$ cat src/rtl/pipe_drain_fifo.sv
`default_nettype none
// ============================================================================
//  Module      : pipe_drain_fifo
//  Description : Drain stage for the verification pipeline. Buffers result
//                words in a shallow circular FIFO, hands them out with a
//                valid/ready handshake, and measures push-to-pop residency
//                of the tagged (tracked) word.
//                Optional macro DRAIN_BYPASS_EN: when the FIFO is empty the
//                incoming word is presented combinationally and may be
//                consumed in the same cycle without touching storage.
//  Revision    : 1.0  initial release
// ============================================================================
module pipe_drain_fifo #(
    parameter int WIDTH = 4,
    parameter int DEPTH = 4
) (
    input  logic                     clk,
    input  logic                     rst,
    input  logic                     in_valid,
    input  logic [WIDTH-1:0]         in_data,
    input  logic                     in_tag,
    output logic                     in_ready,
    output logic                     out_valid,
    output logic [WIDTH-1:0]         out_data,
    output logic                     out_tag,
    input  logic                     out_ready,
    output logic [$clog2(DEPTH):0]   count,
    output logic                     tag_done,
    output logic [7:0]               tag_lat
);

    localparam int c_PTR_W = $clog2(DEPTH);
    localparam int c_CNT_W = $clog2(DEPTH) + 1;
    localparam logic [c_CNT_W-1:0] c_FULL_CNT = c_CNT_W'(DEPTH);
    localparam logic [7:0] c_LAT_MAX = 8'hFF;

    // Tracker state encoding
    typedef enum logic [0:0] {
        ST_IDLE  = 1'b0,
        ST_TRACK = 1'b1
    } trk_state_t;

    // Storage and pointers; each entry is {tag, data}
    logic [WIDTH:0]         r_mem [DEPTH];
    logic [c_PTR_W-1:0]     r_wr_ptr;
    logic [c_PTR_W-1:0]     r_rd_ptr;
    logic [c_CNT_W-1:0]     r_count;

    // Tracker registers
    trk_state_t             r_state;
    logic [7:0]             r_lat_cnt;
    logic                   r_tag_done;
    logic [7:0]             r_tag_lat;

    // Combinational helpers
    logic                   w_empty;
    logic                   w_in_ready;
    logic [WIDTH:0]         w_head;
    logic                   w_bypass;
    logic                   w_bypass_take;
    logic                   w_accept;
    logic                   w_pop;
    logic                   w_wr_en;
    logic                   w_rd_en;
    logic                   w_tag_push;
    logic                   w_tag_pop;
    logic [7:0]             w_lat_inc;

    assign w_empty    = (r_count == '0);
    // Readiness depends on occupancy only: a full FIFO refuses even while popping
    assign w_in_ready = (r_count != c_FULL_CNT);
    assign w_head     = r_mem[r_rd_ptr];

`ifdef DRAIN_BYPASS_EN
    // Empty FIFO with a word arriving: present it straight through
    assign w_bypass  = w_empty && in_valid;
    assign out_valid = !w_empty || w_bypass;
    assign out_data  = w_bypass ? in_data : w_head[WIDTH-1:0];
    assign out_tag   = w_bypass ? in_tag  : w_head[WIDTH];
`else
    assign w_bypass  = 1'b0;
    assign out_valid = !w_empty;
    assign out_data  = w_head[WIDTH-1:0];
    assign out_tag   = w_head[WIDTH];
`endif

    assign in_ready      = w_in_ready;
    assign count         = r_count;
    assign tag_done      = r_tag_done;
    assign tag_lat       = r_tag_lat;

    // A bypassed word is accepted and consumed in one cycle, never stored
    assign w_bypass_take = w_bypass && out_ready;
    assign w_accept      = in_valid && w_in_ready;
    assign w_pop         = out_valid && out_ready;
    assign w_wr_en       = w_accept && !w_bypass_take;
    assign w_rd_en       = w_pop && !w_bypass_take;

    assign w_tag_push    = w_accept && in_tag;
    assign w_tag_pop     = w_pop && out_tag;
    assign w_lat_inc     = (r_lat_cnt == c_LAT_MAX) ? c_LAT_MAX : (r_lat_cnt + 8'd1);

    // Storage writes; contents are cleared on reset so every state bit is defined
    always_ff @(posedge clk) begin
        if (rst) begin
            for (int i = 0; i < DEPTH; i++) begin
                r_mem[i] <= '0;
            end
        end else if (w_wr_en) begin
            r_mem[r_wr_ptr] <= {in_tag, in_data};
        end
    end

    // Pointers wrap naturally modulo DEPTH (power of two); count tracks occupancy
    always_ff @(posedge clk) begin
        if (rst) begin
            r_wr_ptr <= '0;
            r_rd_ptr <= '0;
            r_count  <= '0;
        end else begin
            if (w_wr_en) begin
                r_wr_ptr <= r_wr_ptr + 1'b1;
            end
            if (w_rd_en) begin
                r_rd_ptr <= r_rd_ptr + 1'b1;
            end
            case ({w_wr_en, w_rd_en})
                2'b10:   r_count <= r_count + 1'b1;
                2'b01:   r_count <= r_count - 1'b1;
                default: r_count <= r_count;
            endcase
        end
    end

    // Residency tracker: arm on tagged push, report on tagged pop
    always_ff @(posedge clk) begin
        if (rst) begin
            r_state    <= ST_IDLE;
            r_lat_cnt  <= 8'd0;
            r_tag_done <= 1'b0;
            r_tag_lat  <= 8'd0;
        end else begin
            r_tag_done <= 1'b0;
            case (r_state)
                ST_IDLE: begin
                    if (w_bypass_take && in_tag) begin
                        // Tagged word entered and left in the same cycle
                        r_tag_done <= 1'b1;
                        r_tag_lat  <= 8'd1;
                    end else if (w_tag_push) begin
                        r_state   <= ST_TRACK;
                        r_lat_cnt <= 8'd0;
                    end
                end
                ST_TRACK: begin
                    // The pop cycle counts toward residency, hence +1 at completion;
                    // a simultaneous tagged push is not tracked
                    if (w_tag_pop) begin
                        r_state    <= ST_IDLE;
                        r_tag_done <= 1'b1;
                        r_tag_lat  <= w_lat_inc;
                    end else begin
                        r_lat_cnt  <= w_lat_inc;
                    end
                end
                default: begin
                    r_state <= ST_IDLE;
                end
            endcase
        end
    end

endmodule
`default_nettype wire
$ cat config.mk
export PLATFORM = sky130hd
export DESIGN_NAME = pipe_drain_fifo
export DESIGN_NICKNAME = d
export VERILOG_FILES = /design/src/rtl/pipe_drain_fifo.sv
export SDC_FILE = /design/constraint.sdc
export NUM_CORES = 1
export LEC_CHECK = 0
export ABC_CLOCK_PERIOD_IN_PS = 6600
export BUFFER_PORTS_ARGS = -buffer_cell sky130_fd_sc_hd__clkbuf_2
export CORE_MARGIN = 2
export CORE_UTILIZATION = 60
export CTS_BUF_LIST = sky130_fd_sc_hd__clkbuf_8
export CTS_CLUSTER_DIAMETER = 50
export CTS_CLUSTER_SIZE = 12
export DETAILED_ROUTE_END_ITERATION = 7
export PLACE_DENSITY = 0.81
export SLEW_MARGIN = 40
export SYNTH_ARGS = -nofsm -noshare
export SYNTH_HDL_FRONTEND = slang
export SYNTH_SLANG_ARGS = --single-unit
$ cat constraint.sdc
create_clock -name clk -period 6.6 [get_ports clk]
set_input_delay 0.66 -clock clk [delete_from_list [all_inputs] [get_ports clk]]
set_output_delay 0.66 -clock clk [all_outputs]
set_load 0.03 [all_outputs]
==> results.cfg <==
[logic_synthesis]
synth_top_flop_cell = dfxtp_1
synthArstFlopShare = 0
synth_edf_count = 20
syn-instance-count = 199
yosysUniqueCellTypes = 54
synth_warnings = 0
avgSynthCellArea_um2 = 11.3
synth_seq_cells = 47
seq_area_frac_synth = 0.509
synth_area_mm2 = 0.00224
synth_fp_nets = 211

[final_layout]
antenna_cells = 0
fill_cells = 281
multi_input_comb_area_mm2 = 0.00102
seq_area_mm2 = 0.00114
fin_util = 0.682
drive_above_1_share = 0.203
area_growth_pct = 10.5
nets = 233

[global_route]
grt.overflow.total = 0
antenna_found_initial = 0
grt_pass1_wl_um = 7120
grtUsageTotal = 0.225
grt_pass1_vias = 1548
grt_max_degree = 37

[placed_design]
hpwlAfterDp_um = 3200
portBuffers = 27
gp_congestion = 0.820

[drt]
drc = 0
dr.pass1.iters = 4
drtAntennaViolNets = 0
drt_iter0_markers = 111
vias = 1579
viasPerCell = 5.85
wl_per_cell_um = 16.1
routed_wl_um = 4350

[critical_path]
rr_endpoint = count[2]
crit_family = simple AND/OR/NAND/NOR gates
path_depth = 8
cp_cell_sequence = or3b_2, nand2_1, ha_1, inv_1, fa_1, xor2_1, or3_1, a21oi_1
r2r_setup_slack_ns = 4.04
cpPeakStageDelay_ns = 0.56
cp.arrival_ns = 2.77
cp-start-kind = register
reg2reg_depth = 8
r2r_start = count[2]
crit_slowest_cell = or3b_2
critical_path_buf_inv_count = 1
worstPathRequired_ns = 6.81
end_kind = register
cp_max_fo = 7
crit_type = reg -> reg

[run_status]
status = finished clean

[sta]
final.min_clock_period_ns = 2.56
hold_viol_final = 0
setup_tns_ns = 0
slew_violations = 0
worstMarginPinSlew_ns = 0.728
clock.fmax_mhz = 391
slew_headroom = 0.515
fin_skew_ns = 0.0104
finalCritPeriodShare = 0.388
setup_viol = 0
grt_setup_unrepaired = false

[clocking]
clock_sinks = 47
hold_buffers = 0
clk_pin_slew_ns = 0.08
post_cts_buffers = 0
post_cts_resized = 0
numCtsBuffers = 5
clkLatencyLatePin_ns = 0.29
h-tree-depth = 2
cts_buffer_depth = 2
cts_tree = built
root_buffer = clkbuf_8

[power_and_ir_drop]
power.density_mw_per_mm2 = 352
p_leak_nw = 0.987
total_power_w = 0.000872
ir_worst_vdd_mv = 0.188

[floorplanning]
dieArea_mm2 = 0.00424
rows = 22
num_io_pins = 28
die_y_um = 65.1
core_mm2 = 0.00363
start_util = 0.617
die_w_um = 65.1

[worst_hold_path]
hold_class = reg -> reg
min_path_cells = 2
hp-start = tag_lat[7]
holdPathEnd = tag_lat[7]

[job]
maxCapViolCount = 0
[registers in the layout, summed over array words and instances, names as in the netlist, named ones only]
name,count
tag_done,1
r_state,1
r_lat_cnt,8
r_rd_ptr,2
r_mem,20
count,3
tag_lat,8
r_wr_ptr,2
[stage by stage]
step,hold WS [ns],instance area [µm²],worst slack (ns),std cells
finish,0.478,2480,4.04,270
global route,0.505,2480,3.88,270
CTS,0.482,2470,4.04,270
detailed placement,0.469,2360,4.07,262
global placement,0.462,2360,4.21,262
floorplan,0.478,2240,3.99,199
[cells in the mapped netlist, types with 2 or more instances]
| master | instances | area share |
|---|---|---|
| or3_1 | 2 | 0.0056 |
| o22a_1 | 2 | 0.0078 |
| clkbuf_1 | 5 | 0.0084 |
| a31oi_1 | 2 | 0.0056 |
| mux2i_1 | 3 | 0.013 |
| and4_1 | 2 | 0.0078 |
| mux4_1 | 4 | 0.047 |
| buf_2 | 4 | 0.0089 |
| and2_1 | 21 | 0.059 |
| a32o_1 | 2 | 0.0089 |
| nor2b_1 | 3 | 0.0084 |
| xnor2_1 | 2 | 0.0078 |
| nor2_1 | 15 | 0.025 |
| nand2b_1 | 4 | 0.011 |
| edfxtp_1 | 20 | 0.27 |
| o31ai_1 | 2 | 0.0067 |
| or2_2 | 4 | 0.011 |
| nand4_1 | 4 | 0.011 |
| nand2_1 | 6 | 0.010 |
| nor3_1 | 2 | 0.0045 |
| inv_1 | 4 | 0.0067 |
| a21boi_0 | 2 | 0.0067 |
| and3_1 | 3 | 0.0084 |
| buf_6 | 3 | 0.015 |
| a21oi_1 | 12 | 0.027 |
| xor2_1 | 5 | 0.020 |
| a211oi_1 | 4 | 0.013 |
| nand3_1 | 4 | 0.0089 |
| dfxtp_1 | 27 | 0.24 |
| ha_1 | 2 | 0.011 |
[metal layers]
metal  track usage  routed length (µm)
met5             0                   0
met4         0.107                 113
met3        0.0531                 165
met2         0.389                2250
met1         0.265                1830
[tightest hold or removal path, stage by stage (launching register included)]
cell      delay, ns
dfxtp_1        0.32
nand2b_1       0.06
a21oi_1        0.06
[placed cells by master (no fill, tap or decap), types with 5 or more instances in the layout]
| master | Yosys | layout |
|---|---|---|
| a21oi_1 | 12 | 12 |
| and2_1 | 21 | 21 |
| clkbuf_2 | 0 | 27 |
| clkbuf_8 | 0 | 5 |
| dfxtp_1 | 27 | 27 |
| edfxtp_1 | 20 | 20 |
| inv_1 | 4 | 6 |
| nand2_1 | 6 | 6 |
| nor2_1 | 15 | 15 |
| xor2_1 | 5 | 5 |
[cells by family (layout without fill, tap and decap cells)]
group | count (synthesis) | in the layout | synth area share
adder cells (fa/ha/maj) | 3 | 3 | 0.0201
XOR/XNOR | 7 | 7 | 0.0273
multiplexers | 9 | 9 | 0.0753
flip-flops | 47 | 47 | 0.509
AO/OA/AOI/OAI | 39 | 39 | 0.128
buffers and inverters | 16 | 39 | 0.0391
AND/OR/NAND/NOR | 78 | 78 | 0.201
[report_power, final]
part,leakage [nW],switching (W),total [W],internal (W)
registers,0.427,0.0000474,0.000394,0.000346
clock network,0.0607,0.0000884,0.000199,0.000110
logic,0.499,0.000172,0.000280,0.000107
total,0.987,0.000308,0.000872,0.000564
[final cells by class]
class                           count  area share
Clock inverter                      3      0.0152
Inverter                            4     0.00606
Timing Repair Buffer               27      0.0545
Multi-Input combinational cell    136       0.412
Tap cell                           48      0.0242
Sequential cell                    47       0.461
Clock buffer                        5      0.0278
[worst max-delay path by stage]
stage / to / start / slack [ns]
finish: count[2] / count[2] / 4.04
floorplan: count[2] / count[2] / 3.99
global placement: count[2] / count[2] / 4.21
detailed placement: count[2] / count[2] / 4.07
global route: count[2] / count[2] / 3.88
CTS: count[2] / count[2] / 4.04
No activity file was read; power rests on OpenSTA's default activity.
